**config.mk**
```make
export PLATFORM = sky130hd
export DESIGN_NAME = dot_product_stream
export DESIGN_NICKNAME = d
export VERILOG_FILES = /design/src/rtl/dot_product_stream.sv
export SDC_FILE = /design/constraint.sdc
export NUM_CORES = 1
export LEC_CHECK = 0
export CAP_MARGIN = 20
export CELL_PAD_IN_SITES_DETAIL_PLACEMENT = 0
export CELL_PAD_IN_SITES_GLOBAL_PLACEMENT = 1
export CORE_ASPECT_RATIO = 0.9
export CORE_MARGIN = 10
export CORE_UTILIZATION = 47
export DETAILED_ROUTE_END_ITERATION = 10
export GPL_TIMING_DRIVEN = 0
export MAX_ROUTING_LAYER = met4
export PLACE_DENSITY = 0.79
export SYNTH_ARGS = -nofsm -noshare
export SYNTH_HDL_FRONTEND = slang
export SYNTH_SLANG_ARGS = --single-unit
```
**constraint.sdc**
```tcl
create_clock -name clk -period 6.8 [get_ports clk]
set_clock_uncertainty 0.2 [all_clocks]
set_input_delay 0.68 -clock clk [delete_from_list [all_inputs] [get_ports clk]]
set_output_delay 0.68 -clock clk [all_outputs]
set_load 0.03 [all_outputs]
```
**src/rtl/dot_product_stream.sv**
```systemverilog
// -----------------------------------------------------------------------------
// dot_product_stream
//   Streaming dot product of two N-element vectors delivered serially on one
//   input bus. Per vector pair the elements arrive as A[0..N-1] then
//   B[0..N-1]. A is buffered; every accepted B element is multiplied with the
//   matching A element and accumulated on the fly. The finished sum is offered
//   on a valid/ready output port. An abort input throws away partial work.
//
//   Handshake: a transfer happens on a rising clk edge where valid && ready
//   are both high (din_valid/din_ready on the input side, dout_valid/
//   dout_ready on the output side). din_ready depends only on the state, never
//   on din_valid, and dout/dout_valid stay stable until the result transfers.
//
// Parameters
//   DW      element width in bits (>= 2)
//   N       vector length (>= 1)
//   SIGNED  0: unsigned operands, 1: two's complement operands
//   OW      result width, 2*DW + clog2(N) (derived, wide enough to never wrap)
//
// Ports
//   clk         in   clock, all logic on the rising edge
//   reset       in   synchronous active-high reset, dominates everything
//   din         in   input element (DW bits)
//   din_valid   in   din carries an element this cycle
//   din_ready   out  block can accept din this cycle
//   abort       in   discard the partial vector pair or the pending result
//   dout        out  dot product (OW bits), sign-extended when SIGNED=1
//   dout_valid  out  dout holds an unconsumed result
//   dout_ready  in   sink accepts dout this cycle
//   phase       out  state: 0 LOAD_A, 1 MAC_B, 2 OUT
// -----------------------------------------------------------------------------
module dot_product_stream #(
    parameter int  DW     = 8,
    parameter int  N      = 3,
    parameter int  SIGNED = 0,
    localparam int OW     = 2 * DW + $clog2(N)
) (
    input  logic          clk,
    input  logic          reset,
    input  logic [DW-1:0] din,
    input  logic          din_valid,
    output logic          din_ready,
    input  logic          abort,
    output logic [OW-1:0] dout,
    output logic          dout_valid,
    input  logic          dout_ready,
    output logic [1:0]    phase
);

    localparam int IW = (N > 1) ? $clog2(N) : 1;

    localparam logic [1:0] S_LOAD_A = 2'd0;
    localparam logic [1:0] S_MAC_B  = 2'd1;
    localparam logic [1:0] S_OUT    = 2'd2;

    localparam logic [IW-1:0] IDX_LAST = IW'(N - 1);

    logic [1:0]      state;
    logic [IW-1:0]   idx;
    logic [OW-1:0]   acc;
    logic [DW-1:0]   a_buf [N];

    logic [DW-1:0]   a_sel;
    logic [2*DW-1:0] prod_u;
    logic [2*DW-1:0] prod_s;
    logic [OW-1:0]   prod_ext;
    logic            last_elem;

    assign din_ready = (state != S_OUT);
    assign phase     = state;
    assign last_elem = (idx == IDX_LAST);
    assign a_sel     = a_buf[idx];

    // Both products are formed at full 2*DW width from explicitly extended
    // operands; the low 2*DW bits of the signed product are exact.
    always_comb begin
        prod_u   = {{DW{1'b0}}, a_sel} * {{DW{1'b0}}, din};
        prod_s   = {{DW{a_sel[DW-1]}}, a_sel} * {{DW{din[DW-1]}}, din};
        prod_ext = '0;
        if (SIGNED != 0) begin
            prod_ext = OW'($signed(prod_s));
        end else begin
            prod_ext = OW'(prod_u);
        end
    end

    always_ff @(posedge clk) begin
        if (reset) begin
            state      <= S_LOAD_A;
            idx        <= '0;
            acc        <= '0;
            dout       <= '0;
            dout_valid <= 1'b0;
            for (int i = 0; i < N; i++) begin
                a_buf[i] <= '0;
            end
        end else if (abort) begin
            // A buffer and dout are left alone: a new pair overwrites A and
            // dout is only meaningful while dout_valid is high.
            state      <= S_LOAD_A;
            idx        <= '0;
            acc        <= '0;
            dout_valid <= 1'b0;
        end else begin
            case (state)
                S_LOAD_A: begin
                    if (din_valid) begin
                        a_buf[idx] <= din;
                        if (last_elem) begin
                            idx   <= '0;
                            acc   <= '0;
                            state <= S_MAC_B;
                        end else begin
                            idx <= idx + IW'(1);
                        end
                    end
                end
                S_MAC_B: begin
                    if (din_valid) begin
                        if (last_elem) begin
                            dout       <= acc + prod_ext;
                            dout_valid <= 1'b1;
                            idx        <= '0;
                            state      <= S_OUT;
                        end else begin
                            acc <= acc + prod_ext;
                            idx <= idx + IW'(1);
                        end
                    end
                end
                S_OUT: begin
                    if (dout_ready) begin
                        dout_valid <= 1'b0;
                        state      <= S_LOAD_A;
                    end
                end
                default: begin
                    state <= S_LOAD_A;
                end
            endcase
        end
    end

endmodule

```
==> out/summary.json <==
{
  "synth-main-ff-cell": "sky130_fd_sc_hd__dfxtp_1",
  "worst_setup_path_end_kind": "register",
  "design_power_total_w": 0.00142,
  "fp.coreArea_sq_um": 11600,
  "power.internal_w": 0.000943,
  "cts_resized": 0,
  "maxSlewHeadroom_pct": 40.5,
  "post_synthesis_sequential_area_ratio_pct": 32.4,
  "count_of_tritonroute_iterations_in_the_first_routing_pass": 4,
  "num_rows": 37,
  "worstRegToRegCells": 17,
  "chipHeight_um": 124,
  "postSynth.asyncResetShare_pct": 0,
  "power.share.switching_pct": 33.6,
  "report.final.hold_viol_count": 0,
  "yosys.area.top_type": "sky130_fd_sc_hd__fa_1",
  "ioPinCount": 35,
  "comb_power_share_pct": 32.1,
  "cts_made_buffers": 9,
  "regToRegEndpoint": "acc[16]",
  "netlist-cell-type-count": 47,
  "worstHoldPathType": "register to register",
  "dp_hpwl_um": 9800,
  "switchingPower_w": 0.000478,
  "maxCapViolations": 0,
  "area_delta_synth_final_pct": 14.8,
  "place.port_buffers": 33,
  "path_clk_slew_ns": 0.07,
  "drive_gt1_share_pct": 5.37,
  "synth.avg_cell_area_sq_um": 9.61,
  "first_global_vias": 4173,
  "final_util_pct": 55.7,
  "drt-initial-drc-count": 249,
  "yosysMostFrequentCell": "sky130_fd_sc_hd__inv_1",
  "htree_num_levels": 3,
  "clock_latency_ns": 0.34,
  "min_from": "dout[0]",
  "synth.yosys.warnings": 0,
  "grt_remaining_overflow": 0,
  "timing.setup.tns_ns": 0,
  "pwr-share-seq_pct": 33.7,
  "setup_violations": 0,
  "grt_start_max_net_pins": 15,
  "gr-usage-all-layers_pct": 16.3,
  "clock-sinks": 75,
  "post_cts_buffers": 0,
  "syn_inst": 584,
  "antenna_violations_before_repair": 0,
  "worst_hold_end": "dout[0]",
  "post_synth_most_frequent_cells": "sky130_fd_sc_hd__inv_1, sky130_fd_sc_hd__and2_1, sky130_fd_sc_hd__nand2_1",
  "initial_core_util_pct": 48.5,
  "synth_enable_flop_cells": 32,
  "power_per_cell_area_nw_per_um2": 221,
  "run_status": "completed",
  "worst-endpoint-arrival_ns": 5.82,
  "last_weighted_congestion_value_of_the_routability_driven_placer": 0.824,
  "grt_setup_unrepaired": "no",
  "viasPerCell": 5.14,
  "clockRootBuffer": "sky130_fd_sc_hd__clkbuf_16",
  "worst_ep_required_time_ns": 6.84,
  "min_path_cells": 2,
  "global_route_wire_length_before_repair_um": 20900,
  "tightest_slew_ns": 0.885,
  "num_vias": 4058,
  "dieWidth_um": 135,
  "drc": 0,
  "finalWirelength_um": 12500,
  "synth_fp_nets": 687,
  "synth.area.top_cells": "sky130_fd_sc_hd__fa_1, sky130_fd_sc_hd__edfxtp_1, sky130_fd_sc_hd__dfxtp_1, sky130_fd_sc_hd__ha_1, sky130_fd_sc_hd__and2_1",
  "route.antenna.remaining_nets": 0,
  "criticalPathCategory": "primary input to register",
  "post_drt_wl_per_cell_um": 15.9,
  "finalCriticalPeriod_ns": 5.77,
  "cp-start-kind": "primary input",
  "synth_largest_type_area_fraction_pct": 17.8,
  "achievable-frequency_mhz": 173,
  "synth.ff_latch_count": 75,
  "clk_path_buf_depth": 2,
  "synthesis.area_sq_um": 5610,
  "hold_buffers": 0,
  "insertedDiodeCount": 0,
  "critical_path.startpoint": "din[5]",
  "power.static_leakage_nw": 2.83,
  "reg2reg_setup_slack_ns": 1.03,
  "crit_path_max_fanout": 10,
  "tritoncts": "built",
  "fin_crit_sh_pct": 84.9,
  "drv_slew": 0,
  "die_area_sq_um": 16700,
  "power_frac_clock_pct": 34.3,
  "fin_nets": 731,
  "vdd_ir_drop_max_mv": 0.105
}
==> cell usage in the layout, fill, tap and decap left out, types with 4 or more instances in the layout <==
master                            netlist  layout
sky130_fd_sc_hd__o21ai_1                5       5
sky130_fd_sc_hd__edfxtp_1              32      32
sky130_fd_sc_hd__clkbuf_16              0       9
sky130_fd_sc_hd__fa_1                  50      50
sky130_fd_sc_hd__clkdlybuf4s50_1        0      33
sky130_fd_sc_hd__dfxtp_1               43      43
sky130_fd_sc_hd__clkbuf_1              16      17
sky130_fd_sc_hd__nand2b_1               8       8
sky130_fd_sc_hd__a22o_1                 5       5
sky130_fd_sc_hd__nand2_1               63      63
sky130_fd_sc_hd__mux4_2                 8       8
sky130_fd_sc_hd__a21oi_1               32      32
sky130_fd_sc_hd__xor2_1                 4       4
sky130_fd_sc_hd__nor2b_1                4       4
sky130_fd_sc_hd__and2_1                65      65
sky130_fd_sc_hd__a22oi_1                8       8
sky130_fd_sc_hd__buf_2                  6       6
sky130_fd_sc_hd__o211ai_1               5       5
sky130_fd_sc_hd__nor2_1                27      27
sky130_fd_sc_hd__nor3_1                 5       5
sky130_fd_sc_hd__inv_1                100     100
sky130_fd_sc_hd__or2_1                  4       4
sky130_fd_sc_hd__nand3_1                8       8
sky130_fd_sc_hd__ha_1                  40      40
sky130_fd_sc_hd__a21o_1                 4       4
sky130_fd_sc_hd__xnor2_1                7       7
==> state kept, by name, indices dropped and copies added, names as in the netlist, named ones only <==
register and cells:
dout_valid 1, acc 18, dout 18, idx 2, a_buf 32, phase 2
==> worst max-delay path: stages <==
cell,delay (ns)
sky130_fd_sc_hd__clkdlybuf4s50_1,0.49
sky130_fd_sc_hd__clkbuf_1,0.35
sky130_fd_sc_hd__nand2_1,0.14
sky130_fd_sc_hd__fa_1,0.53
sky130_fd_sc_hd__fa_1,0.55
sky130_fd_sc_hd__inv_1,0.05
sky130_fd_sc_hd__fa_1,0.53
sky130_fd_sc_hd__inv_1,0.06
sky130_fd_sc_hd__fa_1,0.52
sky130_fd_sc_hd__inv_1,0.04
sky130_fd_sc_hd__ha_1,0.37
sky130_fd_sc_hd__a21oi_1,0.32
sky130_fd_sc_hd__nand2_1,0.14
sky130_fd_sc_hd__o21ai_1,0.24
sky130_fd_sc_hd__a21oi_1,0.14
sky130_fd_sc_hd__or3_1,0.39
sky130_fd_sc_hd__a32o_1,0.26
==> layout make-up <==
cell class	instances	area [sq um]
clock inverters	6	73.8
fillers	1072	5130
well taps	156	195
multi-input cells	386	3320
clock buffers	10	229
repair buffers	33	330
inverters	100	375
flip-flops and latches	75	1820
plain buffers	23	93.8
==> metal layers <==
metal,GRT usage (%),vias to the layer above,part of all wire (%)
met5,-,-,0
met4,3.76,0,0.93
met3,3.26,13,3.0
met2,26.5,51,49
met1,20.5,2023,47
li1,-,1971,-
==> stage by stage <==
step | setup slack [ns] | hold slack (ns) | cell area (sq um) | cells
4_1_cts | 0.947 | 0.258 | 6440 | 789
3_5_place_dp | 0.591 | 0.249 | 6140 | 773
3_3_place_gp | 0.692 | 0.243 | 6140 | 773
5_1_grt | 0.684 | 0.282 | 6440 | 789
2_1_floorplan | 1.61 | 0.242 | 5610 | 584
6_report | 1.03 | 0.254 | 6440 | 789
==> power groups by stage <==
stage | Clock (W) | Sequential [W] | Combinational (W)
3_5_place_dp | 0 | 0.000488 | 0.000459
6_report | 0.000487 | 0.000478 | 0.000456
2_1_floorplan | 0 | 0.000487 | 0.000344
4_1_cts | 0.000497 | 0.000478 | 0.000462
3_3_place_gp | 0 | 0.000488 | 0.000451
5_1_grt | 0.000515 | 0.000479 | 0.000526
==> worst max-delay path by stage <==
stage | to | slack (ns) | cells after the start
finish | acc[16] | 1.03 | 17
global route | acc[16] | 0.68 | 17
CTS | acc[16] | 0.95 | 17
detailed placement | acc[16] | 0.59 | 17
global placement | acc[16] | 0.69 | 17
floorplan | acc[16] | 1.61 | 17
==> kinds of logic after synthesis <==
family	after synthesis	synth area share (%)
adders and majority gates	90	26.7
muxes	8	3.21
xor gates and xnor gates	12	2.01
DFF	75	32.4
buffers and inverters	123	8.36
and+or+nand+nor	202	18.8
AOI/OAI and AO/OA	74	8.42
Note: power is estimated with default switching activity, not from simulation.
